<file path="src/rtl/instr_fetch_if.sv">
// Fetch-stage bundle: pointer adjust strobe, instruction-memory read port,
// decoder valid/ready handshake and branch redirect request.
interface instr_fetch_if #(
    parameter int WORD_WIDTH = 16
);
    logic [WORD_WIDTH-1:0] ip;
    logic [WORD_WIDTH-1:0] ip_adj;
    logic                  ip_update;
    logic [WORD_WIDTH-1:0] mem_addr;
    logic                  mem_rd;
    logic                  mem_ack;
    logic [WORD_WIDTH-1:0] mem_data;
    logic [WORD_WIDTH-1:0] instr;
    logic                  instr_valid;
    logic                  instr_ready;
    logic                  redirect_valid;
    logic [WORD_WIDTH-1:0] redirect_adj;

    // Decoder handshake: instr transfers on a rising clk edge where instr_valid
    // and instr_ready are both high; instr/instr_valid hold until then.
    modport master (
        input  ip, mem_ack, mem_data, instr_ready, redirect_valid, redirect_adj,
        output ip_adj, ip_update, mem_addr, mem_rd, instr, instr_valid
    );

    modport slave (
        output ip, mem_ack, mem_data, instr_ready, redirect_valid, redirect_adj,
        input  ip_adj, ip_update, mem_addr, mem_rd, instr, instr_valid
    );
endinterface

</file>
<file path="src/rtl/instr_fetch.sv">
// Instruction fetch: reads memory at the pointer, presents the word to the
// decoder and steers the pointer (increment after fetch, relative redirect).
module instr_fetch #(
    parameter int          WORD_WIDTH = 16,
    parameter int unsigned INC        = 1
) (
    input  logic        clk,
    input  logic        reset_n,
    instr_fetch_if.master bus,
    output logic [1:0]  fsm_state
);
    localparam logic [1:0] FETCH  = 2'd0;
    localparam logic [1:0] HOLD   = 2'd1;
    localparam logic [1:0] DRAIN  = 2'd2;
    localparam logic [1:0] SETTLE = 2'd3;

    localparam logic [WORD_WIDTH-1:0] INC_W = WORD_WIDTH'(INC);

    logic [1:0]            state;
    logic                  pending;
    logic [WORD_WIDTH-1:0] pend_adj;

    assign fsm_state = state;

    always_ff @(posedge clk or negedge reset_n) begin
        if (!reset_n) begin
            state           <= SETTLE;
            pending         <= 1'b0;
            pend_adj        <= '0;
            bus.mem_rd      <= 1'b0;
            bus.mem_addr    <= '0;
            bus.ip_update   <= 1'b0;
            bus.ip_adj      <= '0;
            bus.instr       <= '0;
            bus.instr_valid <= 1'b0;
        end else begin
            bus.ip_update <= 1'b0;
            case (state)
                // SETTLE waits for any in-flight pointer update to land before
                // sampling ip; a redirect that collides with a live strobe is
                // parked and issued on the next cycle.
                SETTLE: begin
                    if (bus.redirect_valid) begin
                        if (bus.ip_update) begin
                            pending  <= 1'b1;
                            pend_adj <= bus.redirect_adj;
                        end else begin
                            pending       <= 1'b0;
                            bus.ip_update <= 1'b1;
                            bus.ip_adj    <= bus.redirect_adj;
                        end
                    end else if (pending) begin
                        if (!bus.ip_update) begin
                            pending       <= 1'b0;
                            bus.ip_update <= 1'b1;
                            bus.ip_adj    <= pend_adj;
                        end
                    end else if (!bus.ip_update) begin
                        state        <= FETCH;
                        bus.mem_rd   <= 1'b1;
                        bus.mem_addr <= bus.ip;
                    end
                end
                FETCH: begin
                    if (bus.redirect_valid) begin
                        if (bus.mem_ack) begin
                            bus.mem_rd    <= 1'b0;
                            bus.ip_update <= 1'b1;
                            bus.ip_adj    <= bus.redirect_adj;
                            state         <= SETTLE;
                        end else begin
                            pending  <= 1'b1;
                            pend_adj <= bus.redirect_adj;
                            state    <= DRAIN;
                        end
                    end else if (bus.mem_ack) begin
                        bus.instr       <= bus.mem_data;
                        bus.instr_valid <= 1'b1;
                        bus.mem_rd      <= 1'b0;
                        bus.ip_update   <= 1'b1;
                        bus.ip_adj      <= INC_W;
                        state           <= HOLD;
                    end
                end
                DRAIN: begin
                    if (bus.mem_ack) begin
                        bus.mem_rd    <= 1'b0;
                        bus.ip_update <= 1'b1;
                        bus.ip_adj    <= bus.redirect_valid ? bus.redirect_adj : pend_adj;
                        pending       <= 1'b0;
                        state         <= SETTLE;
                    end else if (bus.redirect_valid) begin
                        pend_adj <= bus.redirect_adj;
                    end
                end
                HOLD: begin
                    if (bus.redirect_valid) begin
                        bus.instr_valid <= 1'b0;
                        state           <= SETTLE;
                        if (bus.ip_update) begin
                            pending  <= 1'b1;
                            pend_adj <= bus.redirect_adj;
                        end else begin
                            bus.ip_update <= 1'b1;
                            bus.ip_adj    <= bus.redirect_adj;
                        end
                    end else if (bus.instr_ready) begin
                        bus.instr_valid <= 1'b0;
                        state           <= SETTLE;
                    end
                end
                default: state <= SETTLE;
            endcase
        end
    end
endmodule
</file>
<file path="src/flat_wrapper.sv">
// flat-port wrapper written by rule: the top's interface ports become plain ports
module instr_fetch_flat 
#(
    parameter int          WORD_WIDTH = 16,
    parameter int unsigned INC        = 1
)
  (clk, reset_n, fsm_state, bus_ip, bus_mem_ack, bus_mem_data, bus_instr_ready, bus_redirect_valid, bus_redirect_adj, bus_ip_adj, bus_ip_update, bus_mem_addr, bus_mem_rd, bus_instr, bus_instr_valid);
  instr_fetch_if #(.WORD_WIDTH(WORD_WIDTH)) bus_i ();
  input  logic clk;
  input  logic reset_n;
  output logic [1:0] fsm_state;
  input wire logic [$bits(bus_i.ip)-1:0] bus_ip;
  input wire logic [$bits(bus_i.mem_ack)-1:0] bus_mem_ack;
  input wire logic [$bits(bus_i.mem_data)-1:0] bus_mem_data;
  input wire logic [$bits(bus_i.instr_ready)-1:0] bus_instr_ready;
  input wire logic [$bits(bus_i.redirect_valid)-1:0] bus_redirect_valid;
  input wire logic [$bits(bus_i.redirect_adj)-1:0] bus_redirect_adj;
  output wire logic [$bits(bus_i.ip_adj)-1:0] bus_ip_adj;
  output wire logic [$bits(bus_i.ip_update)-1:0] bus_ip_update;
  output wire logic [$bits(bus_i.mem_addr)-1:0] bus_mem_addr;
  output wire logic [$bits(bus_i.mem_rd)-1:0] bus_mem_rd;
  output wire logic [$bits(bus_i.instr)-1:0] bus_instr;
  output wire logic [$bits(bus_i.instr_valid)-1:0] bus_instr_valid;
  assign bus_i.ip = bus_ip;
  assign bus_i.mem_ack = bus_mem_ack;
  assign bus_i.mem_data = bus_mem_data;
  assign bus_i.instr_ready = bus_instr_ready;
  assign bus_i.redirect_valid = bus_redirect_valid;
  assign bus_i.redirect_adj = bus_redirect_adj;
  assign bus_ip_adj = bus_i.ip_adj;
  assign bus_ip_update = bus_i.ip_update;
  assign bus_mem_addr = bus_i.mem_addr;
  assign bus_mem_rd = bus_i.mem_rd;
  assign bus_instr = bus_i.instr;
  assign bus_instr_valid = bus_i.instr_valid;
  instr_fetch #(.WORD_WIDTH(WORD_WIDTH), .INC(INC)) u_core (.clk(clk), .reset_n(reset_n), .bus(bus_i), .fsm_state(fsm_state));
endmodule
</file>
<file path="config.mk">
export PLATFORM = sky130hd
export DESIGN_NAME = instr_fetch_flat
export DESIGN_NICKNAME = d
export VERILOG_FILES = /design/src/rtl/instr_fetch_if.sv /design/src/rtl/instr_fetch.sv /design/src/flat_wrapper.sv
export SDC_FILE = /design/constraint.sdc
export NUM_CORES = 1
export LEC_CHECK = 0
export BUFFER_PORTS_ARGS = -buffer_cell sky130_fd_sc_hd__buf_2
export CORE_MARGIN = 2
export CORE_UTILIZATION = 57
export CTS_CLUSTER_DIAMETER = 50
export DETAILED_ROUTE_END_ITERATION = 7
export PLACE_DENSITY = 0.92
export SETUP_SLACK_MARGIN = 0.2
export SYNTH_ARGS = -nofsm -noshare
export SYNTH_HDL_FRONTEND = slang
export SYNTH_SLANG_ARGS = --single-unit
</file>
<file path="constraint.sdc">
create_clock -name clk -period 3.9 [get_ports clk]
set_clock_uncertainty 0.1 [all_clocks]
set_input_delay 0 -clock clk [delete_from_list [all_inputs] [get_ports clk]]
set_output_delay 0 -clock clk [all_outputs]
set_load 0.02 [all_outputs]
</file>
# Word level (Yosys, flattened, before mapping)
# Index checks and enable logic that the tools add are counted.
# classes
eq_ne	21
muxes	51
n_bitwise	3
reduce_logical	13
# op_table
op	count
16-bit 2-to-1 mux	15
16-bit one-hot mux with 4 select lines	1
16-bit one-hot mux with 3 select lines	1
1-bit 2-to-1 mux	21
2-bit inequality test (second input constant)	10
5-bit AND reduction	4
2-bit 2-to-1 mux	8
3-bit inequality test (second input constant)	3
2-bit by 1-bit inequality test with 1-bit output (second input constant)	4
2-bit one-hot mux with 4 select lines	1
4-bit AND reduction	2
6-bit AND reduction	1
2-bit equality test (second input constant)	2
1-bit one-hot mux with 2 select lines	2
1-bit one-hot mux with 4 select lines	1
2-bit nonzero test	2
2-bit OR reduction	2
3-bit by 2-bit inequality test with 1-bit output (second input constant)	1
1-bit NOT	3
1-bit one-hot mux with 3 select lines	1
3-bit AND reduction	1
2-bit by 1-bit equality test with 1-bit output (second input constant)	1
2-bit zero test	1
# word_totals
reg_bits	70
in_bits	53
out_inout_bits	53

# Depth between registers and ports, before layout
# Gate-level depths: netlist (run 1).
# logic_depth
depth_word	4
ltp_mapped	8

# Worst setup path before layout (run 1)
# No wires, ideal clock.
# synth_timing
path_kind	register -> register
start	register u_core.state[0] (netlist: u_core.fsm_state[0])
end	register u_core.bus.ip_adj[13]
t_arrival_ns	2.019
required_ns	3.679
setup_slack_ns	1.660
stages_incl_launch_ff	9
path_buffers	2
period_less_slack_ns	2.240
path_cell_list	dfstp_2 inv_1 ha_1 buf_6 and2_4 buf_6 a21o_4 a221o_1 a22o_1
# synth_via
elab_chain_len	3
# synth_lines
item	line_no	source
start: declaration	instr_fetch.sv:19	logic [1:0] state;
start signal: assignment	instr_fetch.sv:27	state <= SETTLE;
start signal: assignment	instr_fetch.sv:59	state <= FETCH;
start signal: assignment	instr_fetch.sv:70	state <= SETTLE;
2-bit equality test (tied with other cells)	instr_fetch.sv:38	case (state)
3-bit inequality test (no source line) (tied with other cells)	--	
5-bit AND reduction (no source line)	--	
end signal: assignment	instr_fetch.sv:50	bus.ip_adj <= bus.redirect_adj;
end signal: assignment	instr_fetch.sv:56	bus.ip_adj <= pend_adj;
end signal: assignment	instr_fetch.sv:69	bus.ip_adj <= bus.redirect_adj;
end: declaration	instr_fetch_if.sv:23	output ip_adj, ip_update, mem_addr, mem_rd, instr, instr_valid
# Parallel ways exist; a longest one is shown, timed or not.
# A chain may end at the register's enable or synchronous reset.

# Final worst setup path (run 1)
# layout_timing
start	register u_core.state[0] (netlist: u_core.fsm_state[0])
end	register u_core.bus.ip_adj[15]
# Same word-level chain as after synthesis.

==> results of run 1 <==
==> power groups by stage <==
stage	registers, W	logic, W	clock network (W)
detailed placement	0.00141	0.00228	0
floorplan	0.00166	0.00142	0
global route	0.00145	0.00251	0.000631
global placement	0.00137	0.00218	0
finish	0.00141	0.00233	0.000595
CTS	0.00140	0.00232	0.000597
==> placed cells by master (no fill, tap or decap), types with 2 or more instances in the layout <==
cell type      count
a21o_1             8
a21oi_1           14
a221o_1           14
a22o_1             8
and2_1             3
buf_2            105
buf_4              3
clkbuf_8           9
clkinv_2           2
clkinvlp_4         2
dfrtp_1           68
dfstp_2            2
dlygate4sd3_1     50
ha_1               7
inv_1              4
inv_6              2
mux2_2            80
nand2_1           12
nand2b_1           4
nor2_1            13
nor2b_1            3
nor3_1             4
o21ai_0            4
o22ai_1           15
o31ai_1            7
==> metal layers <==
| metal | up-vias | part of all wire (%) |
|---|---|---|
| met1 | 1597 | 40 |
| met3 | 20 | 6.4 |
| li1 | 1467 | - |
| met2 | 139 | 52 |
| met5 | - | 0 |
| met4 | 0 | 2.0 |
==> area by class of cell <==
cell class	count	area (um^2)	area share, %
Clock buffer	9	124	2.49
Clock inverter	7	72.6	1.46
Inverter	5	18.8	0.377
Multi-Input combinational cell	215	1870	37.5
Sequential cell	70	1750	35.2
Tap cell	77	96.3	1.93
Timing Repair Buffer	158	1050	21.0
==> synthesized netlist by cell type, types with 2 or more instances <==
| master | instances | area share [%] |
|---|---|---|
| nand2_1 | 12 | 1.2 |
| a21oi_1 | 14 | 1.9 |
| nand2b_1 | 4 | 0.66 |
| and2_1 | 3 | 0.50 |
| buf_2 | 6 | 0.79 |
| a221o_1 | 14 | 3.7 |
| a21o_1 | 8 | 1.6 |
| clkbuf_1 | 7 | 0.70 |
| ha_1 | 7 | 2.3 |
| mux2_2 | 80 | 24 |
| nor3_1 | 4 | 0.53 |
| buf_4 | 8 | 1.6 |
| o21ai_0 | 4 | 0.53 |
| dfstp_2 | 2 | 1.4 |
| buf_6 | 3 | 0.89 |
| o31ai_1 | 7 | 1.4 |
| dfrtp_1 | 68 | 45 |
| nor2b_1 | 3 | 0.50 |
| a22o_1 | 8 | 1.9 |
| o22ai_1 | 15 | 2.5 |
| nor2_1 | 13 | 1.3 |
| inv_1 | 4 | 0.40 |
==> flip-flops by register name, indices dropped and copies added (netlist names) <==
name                    cells
u_core.bus.instr           16
u_core.bus.instr_valid      1
u_core.bus.ip_adj          16
u_core.bus.ip_update        1
u_core.bus.mem_addr        16
u_core.bus.mem_rd           1
u_core.fsm_state            2
u_core.pend_adj            16
u_core.pending              1
==> logic make-up after synthesis <==
family / after synthesis / synth area share, %
buffers and inverters: 29 / 4.47
muxes: 82 / 24.4
adders and majority gates: 7 / 2.32
and+or+nand+nor: 44 / 5.83
DFF: 70 / 46.4
AOI/OAI and AO/OA: 82 / 16.6
==> through the flow <==
stage          std cells  setup WS [ns]  total power (W)  util (%)  instance area, um^2
6_report             541           1.20          0.00433      78.0                 4980
5_1_grt              541           1.06          0.00459      78.0                 4980
4_1_cts              541           1.18          0.00432      78.0                 4980
3_5_place_dp         475           1.20          0.00369      67.1                 4290
3_3_place_gp         475           1.32          0.00356      67.1                 4290
2_1_floorplan        314           1.66          0.00307         -                 3780
==> final timing paths <==
kind | start | endpoint | slack (ns) | cells past startpoint
max | u_core.fsm_state[0]$_DFFE_PN1P_ | u_core.bus.ip_adj[15]$_DFFE_PN0P_ | 1.20 | 6
min | bus_instr_ready | u_core.bus.instr_valid$_DFFE_PN0P_ | 0.13 | 4
max reg2reg | u_core.fsm_state[0]$_DFFE_PN1P_ | u_core.bus.ip_adj[15]$_DFFE_PN0P_ | 1.20 | 6
min reg2reg | u_core.bus.instr[5]$_DFFE_PN0P_ | u_core.bus.instr[5]$_DFFE_PN0P_ | 0.41 | 1
max in group asynchronous | reset_n | u_core.bus.ip_adj[8]$_DFFE_PN0P_ | 2.82 | 3
min in group asynchronous | reset_n | u_core.bus.ip_adj[4]$_DFFE_PN0P_ | 0.29 | 3
==> worst max-delay path, cell delays in order, from the launching register on <==
cell	delay [ns]
dfstp_2	0.59
ha_1	0.50
nor3b_1	0.16
o32ai_4	0.81
buf_4	0.30
nand2_1	0.08
o31ai_1	0.07
==> timing repair <==
| item | 4_1_cts | 5_1_grt |
|---|---|---|
| setup endpoints to repair | 0 | 0 |
| hold buffers | 50 | 0 |
| hold endpoints to repair | 125 | 0 |
==> results.yml, run 1 <==
outcome:
  status: "complete, no violations"
sta:
  fmax_ghz: 0.370
  finalSetupViolations: 0
  min_period_ns: 2.70
  fin_crit_sh_pct: 69.3
  slew_headroom_pct: 33.9
  tns_ns: 0
  slew_violations: 0
  finalHoldViolations: 0
  hold_slack_ns: 0.131
  rsz0062_at_grt: "no"
  worst_pin_slew_ns: 0.991
pwr:
  sw_frac_of_total_pct: 42.4
  switchingPower_w: 0.00184
  worst_ir_drop_vdd_mv: 0.561
  p_comb_share_pct: 53.8
  leakagePower_nw: 2.33
  p_seq_share_pct: 32.5
  clkPwrFrac_pct: 13.7
  internal-power_w: 0.00249
  power.density_mw_per_mm2: 869
floorplanning:
  die_width_um: 85.4
  core.rowCount: 29
  chipHeight_um: 85.4
  start_util_pct: 59.2
  pin_count: 106
  die_area_mm2: 0.00730
  core_mm2: 0.00639
critical_path:
  cp-end-kind: "flop"
  arrival_ns: 2.86
  startpoint_type: "flop"
  criticalPathCategory: "flop to flop"
  cp.required_ns: 4.05
  cp_max_fo: 23
logic_synthesis:
  syn_inst: 314
  syn-num-nets: 374
  synth_area_mm2: 0.00378
  syn_avg_cell_area_um2: 12.0
  async_reset_ff_share_pct: 100
  synth-edff-count: 0
  yosys_most_used_dff: "dfrtp_1"
  ys_types: 42
  yosys_warnings: 0
  ys_ff_latch: 70
  ys_seq_area_share_pct: 46.4
placed_design:
  dp_hpwl_um: 5920
  place_congestion: 0.828
  port_buffers: 105
global_route:
  grt_max_degree: 71
  grt_busiest_layer: "met2"
  grt_pass1_wl_um: 15800
  grtUsageMet3_pct: 4.77
  grt_antenna_before_repair: 0
  grtUsageTotal_pct: 27.2
  first_global_vias: 3296
  grtUsageMet1_pct: 33.8
  use_met2_pct: 47.2
  gr-total-overflow: 0
cts:
  cts_max_level: 3
  cts.sinks: 70
  postCtsSetupBuffers: 0
  insertion_delay_ns: 0.35
  clk_pin_slew_ns: 0.08
  ctsResizeCount: 0
  cts_root_buffer: "clkbuf_8"
  numCtsBuffers: 9
  cts_tree: "done"
  clk_path_buf_depth: 2
drt:
  vias: 3223
  wl_um: 9780
  ant_nets: 0
  wl_per_cell_um: 18.1
  dr.first_iter.drc_count: 273
  dr.pass1.iters: 4
  post_drt_via_cell_ratio: 5.96
  drc: 0
layout:
  final_nets: 519
  layout-drive-gt1-share_pct: 46.3
  fillers: 402
  num_antenna_cells: 0
  syn2layout_area_growth_pct: 31.8
flow_run:
  cap_violations: 0
hold_path:
  min-delay-path-class: "input port to flop"
Note: power is estimated with default switching activity, not from simulation.
==> run 2: changes to the inputs <==
--- a/config.mk
+++ b/config.mk
@@ -7,10 +7,10 @@
 export LEC_CHECK = 0
 export BUFFER_PORTS_ARGS = -buffer_cell sky130_fd_sc_hd__buf_2
 export CORE_MARGIN = 2
-export CORE_UTILIZATION = 57
+export CORE_UTILIZATION = 47
 export CTS_CLUSTER_DIAMETER = 50
 export DETAILED_ROUTE_END_ITERATION = 7
-export PLACE_DENSITY = 0.92
+export PLACE_DENSITY = 0.82
 export SETUP_SLACK_MARGIN = 0.2
 export SYNTH_ARGS = -nofsm -noshare
 export SYNTH_HDL_FRONTEND = slang
==> constraint.sdc (replaced) <==
create_clock -name clk -period 2.3 [get_ports clk]
set_clock_uncertainty 0.1 [all_clocks]
set_input_delay 0 -clock clk [delete_from_list [all_inputs] [get_ports clk]]
set_output_delay 0 -clock clk [all_outputs]
set_load 0.02 [all_outputs]
==> results.yml, run 2 (synthesis gave the netlist of run 1 again) <==
layout:
  multi_input_area_mm2: 0.00190
  final_nets: 531
  layout_common_cells: "105 x buf_2, 80 x mux2_2, 68 x dfrtp_1"
  syn2layout_area_growth_pct: 38.3
  seqCellArea_mm2: 0.00175
  fillers: 603
  final_common_cell: "buf_2"
  num_antenna_cells: 0
  layout-drive-gt1-share_pct: 49.2
sta:
  tns_ns: 0
  rsz0062_at_grt: "yes"
  worst_pin_slew_ns: 0.753
  min_period_ns: 2.06
  finalSetupViolations: 0
  slew_violations: 0
  fin_crit_sh_pct: 89.5
  slew_headroom_pct: 49.8
  finalHoldViolations: 0
  fmax_ghz: 0.486
drt:
  ant_nets: 0
  drc: 0
  wl_per_cell_um: 16.8
  dr.first_iter.drc_count: 126
  post_drt_via_cell_ratio: 5.59
  vias: 3230
  dr.pass1.iters: 4
  wl_um: 9730
floorplanning:
  chipHeight_um: 93.7
  core.rowCount: 32
  start_util_pct: 48.7
  die_area_mm2: 0.00878
  core_mm2: 0.00777
  die_width_um: 93.7
  pin_count: 106
cts:
  cts_root_buffer: "clkbuf_8"
  numCtsBuffers: 9
  cts_tree: "done"
  cts_max_level: 3
  clk_path_buf_depth: 2
  insertion_delay_ns: 0.34
  cts.sinks: 70
  clk_pin_slew_ns: 0.08
pwr:
  switchingPower_w: 0.00314
  p_seq_share_pct: 29.6
  leakagePower_nw: 2.43
  clkPwrFrac_pct: 16.6
  internal-power_w: 0.00472
  power.density_mw_per_mm2: 1500
  p_total_w: 0.00786
  sw_frac_of_total_pct: 40.0
  p_comb_share_pct: 53.8
  worst_ir_drop_vdd_mv: 0.622
global_route:
  grt_antenna_before_repair: 0
  first_global_vias: 3193
  grt_max_degree: 42
  gr-total-overflow: 0
  grt_pass1_wl_um: 15300
  grtUsageTotal_pct: 22.3
critical_path:
  ff2ff_path_depth: 6
  cp_max_fo: 7
  criticalPathCategory: "flop to flop"
  r2r-start: "u_core.fsm_state[0]$_DFFE_PN1P_"
  arrival_ns: 2.19
  worst_path_max_delay_cell: "dfstp_2"
  rrSetupSlack_ns: 0.24
  max_stage_delay_ns: 0.61
  cp.required_ns: 2.43
  rr_endpoint: "u_core.pending$_DFFE_PN0P_"
  cp-end-kind: "flop"
  startpoint_type: "flop"
  crit_chain: "inv_2 -> ha_1 -> nor2b_1 -> a221oi_2 -> a21oi_1 -> o221a_2"
placed_design:
  place_congestion: 0.768
  port_buffers: 105
  dp_hpwl_um: 6340
flow_run:
  cap_violations: 0
hold_path:
  min-delay-path-class: "input port to asynchronous set/reset pin"
outcome:
  status: "complete, no violations"
-- run 2: changes by cell type in the layout (fill, tap and decap cells not counted), sizes merged --
cell	previous run	this run
inv	7	5
clkbuf	9	10
clkinvlp	2	0
bufinv	1	4
buf	108	120
-- run 2: metal layers --
metal  part of all wire [%]  vias to the layer above  GRT usage, %  wire, um
met2                     53                      111          39.0      5120
met1                     41                     1611          27.4      3990
met3                    4.7                       16          3.93       458
met5                      0                        -             0         0
met4                    1.7                        0          8.21       164
li1                       -                     1492             -         -
-- run 2: power by group through the flow --
| stage | sequential (W) | clock, W | combinational [W] |
|---|---|---|---|
| floorplan | 0.00281 | 0 | 0.00241 |
| global placement | 0.00229 | 0 | 0.00394 |
| detailed placement | 0.00234 | 0 | 0.00410 |
| CTS | 0.00232 | 0.00132 | 0.00418 |
| global route | 0.00241 | 0.00138 | 0.00455 |
| finish | 0.00233 | 0.00130 | 0.00423 |
-- run 2: worst max-delay path by stage --
stage,start,to,cells after the start
global route,u_core.fsm_state[0]$_DFFE_PN1P_,u_core.bus.ip_adj[14]$_DFFE_PN0P_,6
detailed placement,u_core.fsm_state[1]$_DFFE_PN1P_,u_core.bus.ip_adj[14]$_DFFE_PN0P_,6
global placement,u_core.fsm_state[1]$_DFFE_PN1P_,u_core.bus.ip_adj[14]$_DFFE_PN0P_,6
floorplan,u_core.fsm_state[0]$_DFFE_PN1P_,u_core.bus.ip_adj[13]$_DFFE_PN0P_,8
finish,u_core.fsm_state[0]$_DFFE_PN1P_,u_core.pending$_DFFE_PN0P_,6
CTS,u_core.fsm_state[1]$_DFFE_PN1P_,u_core.bus.ip_adj[13]$_DFFE_PN0P_,6
-- run 2: repair_timing --
| action | 4_1_cts | 5_1_grt |
|---|---|---|
| setup buffers | 0 | 1 |
| hold buffers | 50 | 0 |
| resized for setup | 1 | 6 |
| endpoints found under the setup margin | 1 | 26 |
| hold endpoints to repair | 85 | 0 |
-- run 2: area by class of cell --
class	count	share of cell area [%]
Clock buffer	10	2.44
Clock inverter	6	2.56
Inverter	5	0.359
Multi-Input combinational cell	215	36.4
Sequential cell	70	33.6
Tap cell	102	2.44
Timing Repair Buffer	170	22.3
-- run 2: worst max-delay path: cells and delay by family (launching register included) --
kind | cells | cell delay [ns]
flip-flops | 1 | 0.61
AO/OA/AOI/OAI | 3 | 0.68
AND/OR/NAND/NOR | 1 | 0.20
adder cells (fa/ha/maj) | 1 | 0.28
buffers and inverters | 1 | 0.08
-- run 2: metrics by stage --
stage / cells / hold slack (ns) / area (um^2) / setup slack (ns) / util, %
2_1_floorplan: 314 / -0.396 / 3790 / 0.162 / -
6_report: 578 / 0.152 / 5230 / 0.242 / 67.3
4_1_cts: 577 / 0.149 / 5200 / 0.216 / 67.0
3_5_place_dp: 511 / 0.00632 / 4440 / 0.147 / 57.1
3_3_place_gp: 511 / -0.00719 / 4440 / 0.232 / 57.1
5_1_grt: 578 / 0.169 / 5230 / 0.195 / 67.3
==> run 3: changes to the inputs <==
--- a/config.mk
+++ b/config.mk
@@ -11,7 +11,9 @@
 export CTS_CLUSTER_DIAMETER = 50
 export DETAILED_ROUTE_END_ITERATION = 7
 export PLACE_DENSITY = 0.82
+export REMOVE_ABC_BUFFERS = 1
 export SETUP_SLACK_MARGIN = 0.2
 export SYNTH_ARGS = -nofsm -noshare
 export SYNTH_HDL_FRONTEND = slang
 export SYNTH_SLANG_ARGS = --single-unit
+export TNS_END_PERCENT = 20
==> results.yml, run 3 (synthesis gave the netlist of run 1 again) <==
sta:
  slew_violations: 0
  finalSetupViolations: 0
  rsz0062_at_grt: "yes"
  tns_ns: 0
  fmax_ghz: 0.471
  fin_crit_sh_pct: 92.3
  worst_pin_slew_ns: 0.767
  slew_headroom_pct: 48.9
  min_period_ns: 2.12
  finalHoldViolations: 0
drt:
  vias: 3270
  post_drt_via_cell_ratio: 5.63
  ant_nets: 0
  wl_um: 10500
  wl_per_cell_um: 18.0
  dr.first_iter.drc_count: 230
  dr.pass1.iters: 4
  drc: 0
critical_path:
  setup.worst_path.start: "u_core.fsm_state[0]$_DFFE_PN1P_"
  critPathTopFamily: "flip-flops"
  crit_chain: "inv_2 -> ha_1 -> o21ai_0 -> nand2_4 -> mux2_2"
  cp_max_fo: 16
  criticalPathCategory: "flop to flop"
  max_stage_delay_ns: 0.60
  r2r-start: "u_core.fsm_state[0]$_DFFE_PN1P_"
  ff2ff_path_depth: 5
  rrSetupSlack_ns: 0.18
  arrival_ns: 2.25
  cp.required_ns: 2.43
  cp-end-kind: "flop"
  path_buf_inv: 1
  rr_endpoint: "u_core.pend_adj[14]$_DFFE_PN0P_"
  worst-path-stages: 5
  startpoint_type: "flop"
  worst_path_max_delay_cell: "dfstp_2"
  critical_path.endpoint: "u_core.pend_adj[14]$_DFFE_PN0P_"
cts:
  insertion_delay_ns: 0.34
  cts_tree: "done"
  cts_max_level: 3
  clk_pin_slew_ns: 0.07
  numCtsBuffers: 9
  cts.sinks: 70
  clk_path_buf_depth: 2
  cts_root_buffer: "clkbuf_8"
pwr:
  leakagePower_nw: 2.43
  worst_ir_drop_vdd_mv: 0.588
  power.density_mw_per_mm2: 1490
layout:
  final_nets: 535
  layout_common_cells: "105 x buf_2, 80 x mux2_2, 67 x dfrtp_1"
  final_common_cell: "buf_2"
  final_util_pct: 67.5
  num_antenna_cells: 0
  layout-drive-gt1-share_pct: 50.7
  syn2layout_area_growth_pct: 38.7
floorplanning:
  core.rowCount: 32
  start_util_pct: 48.7
  chipHeight_um: 93.7
  die_width_um: 93.7
  pin_count: 106
  die_area_mm2: 0.00878
  core_mm2: 0.00777
global_route:
  grt_max_degree: 41
  first_global_vias: 3454
  grt_pass1_wl_um: 16300
  grtUsageTotal_pct: 23.8
  gr-total-overflow: 0
  grt_antenna_before_repair: 0
placed_design:
  port_buffers: 105
  place_congestion: 0.811
  dp_hpwl_um: 6570
outcome:
  status: "complete, no violations"
flow_run:
  cap_violations: 0
hold_path:
  min-delay-path-class: "input port to flop"
  min_path_cells: 4
run 3: cell types whose count changed in the layout (fill, tap and decap cells not counted), sizes merged:
cell / delta
bufinv: -2
clkinv: -1
buf: +4
clkinvlp: +3
clkbuf: -1
run 3: stage by stage:
step	total power (W)	setup WS [ns]	cells	hold WS [ns]	cell area, um^2
floorplan	0.00507	-0.480	290	-0.396	3630
global placement	0.00622	0.159	512	-0.0122	4430
detailed placement	0.00641	-0.0283	512	0.00137	4430
CTS	0.00761	0.172	577	0.129	5160
global route	0.00829	0.0701	581	0.178	5240
finish	0.00783	0.178	581	0.144	5240
run 3: where the power goes:
part           total (W)  internal [W]  switching (W)
Combinational    0.00438       0.00208        0.00230
Clock            0.00109      0.000602       0.000488
Sequential       0.00236       0.00188       0.000474
run 3: final cells by class:
class                           instances  area, um^2
Tap cell                              102         128
Clock buffer                            9         124
Inverter                                5        18.8
Multi-Input combinational cell        215        1930
Timing Repair Buffer                  174        1200
Fill cell                             557        2530
Clock inverter                          6        87.6
Sequential cell                        70        1760
run 3: how the worst min path moves through the flow:
| stage | from | to | slack [ns] |
|---|---|---|---|
| after floorplan | reset_n | u_core.bus.instr[0]$_DFFE_PN0P_ | -0.40 |
| after global placement | reset_n | u_core.pend_adj[13]$_DFFE_PN0P_ | -0.01 |
| after detailed placement | reset_n | u_core.pend_adj[13]$_DFFE_PN0P_ | 0.001 |
| after CTS | bus_instr_ready | u_core.bus.instr_valid$_DFFE_PN0P_ | 0.13 |
| after global routing | bus_instr_ready | u_core.bus.instr_valid$_DFFE_PN0P_ | 0.18 |
| final | bus_instr_ready | u_core.bus.instr_valid$_DFFE_PN0P_ | 0.14 |
run 3: timing repair:
action,in CTS,in global routing
buffers inserted,0,4
resized for setup,3,15
hold buffers,50,0
endpoints found under the setup margin,21,52
pin swaps,0,1
hold endpoints to repair,86,0
run 3: tightest hold or removal path: stages:
cell,delay (ns)
buf_2,0.08
nand2b_1,0.11
o221ai_1,0.13
mux2_2,0.23
run 3: per-layer routing:
| layer | wire, um | part of all wire [%] | up-vias | global-route usage [%] |
|---|---|---|---|---|
| met5 | 0 | 0 | - | 0 |
| met4 | 249 | 2.4 | 0 | 12.6 |
| met3 | 441 | 4.2 | 21 | 2.97 |
| met2 | 5680 | 54 | 111 | 42.0 |
| met1 | 4100 | 39 | 1631 | 28.3 |
| li1 | - | - | 1507 | - |
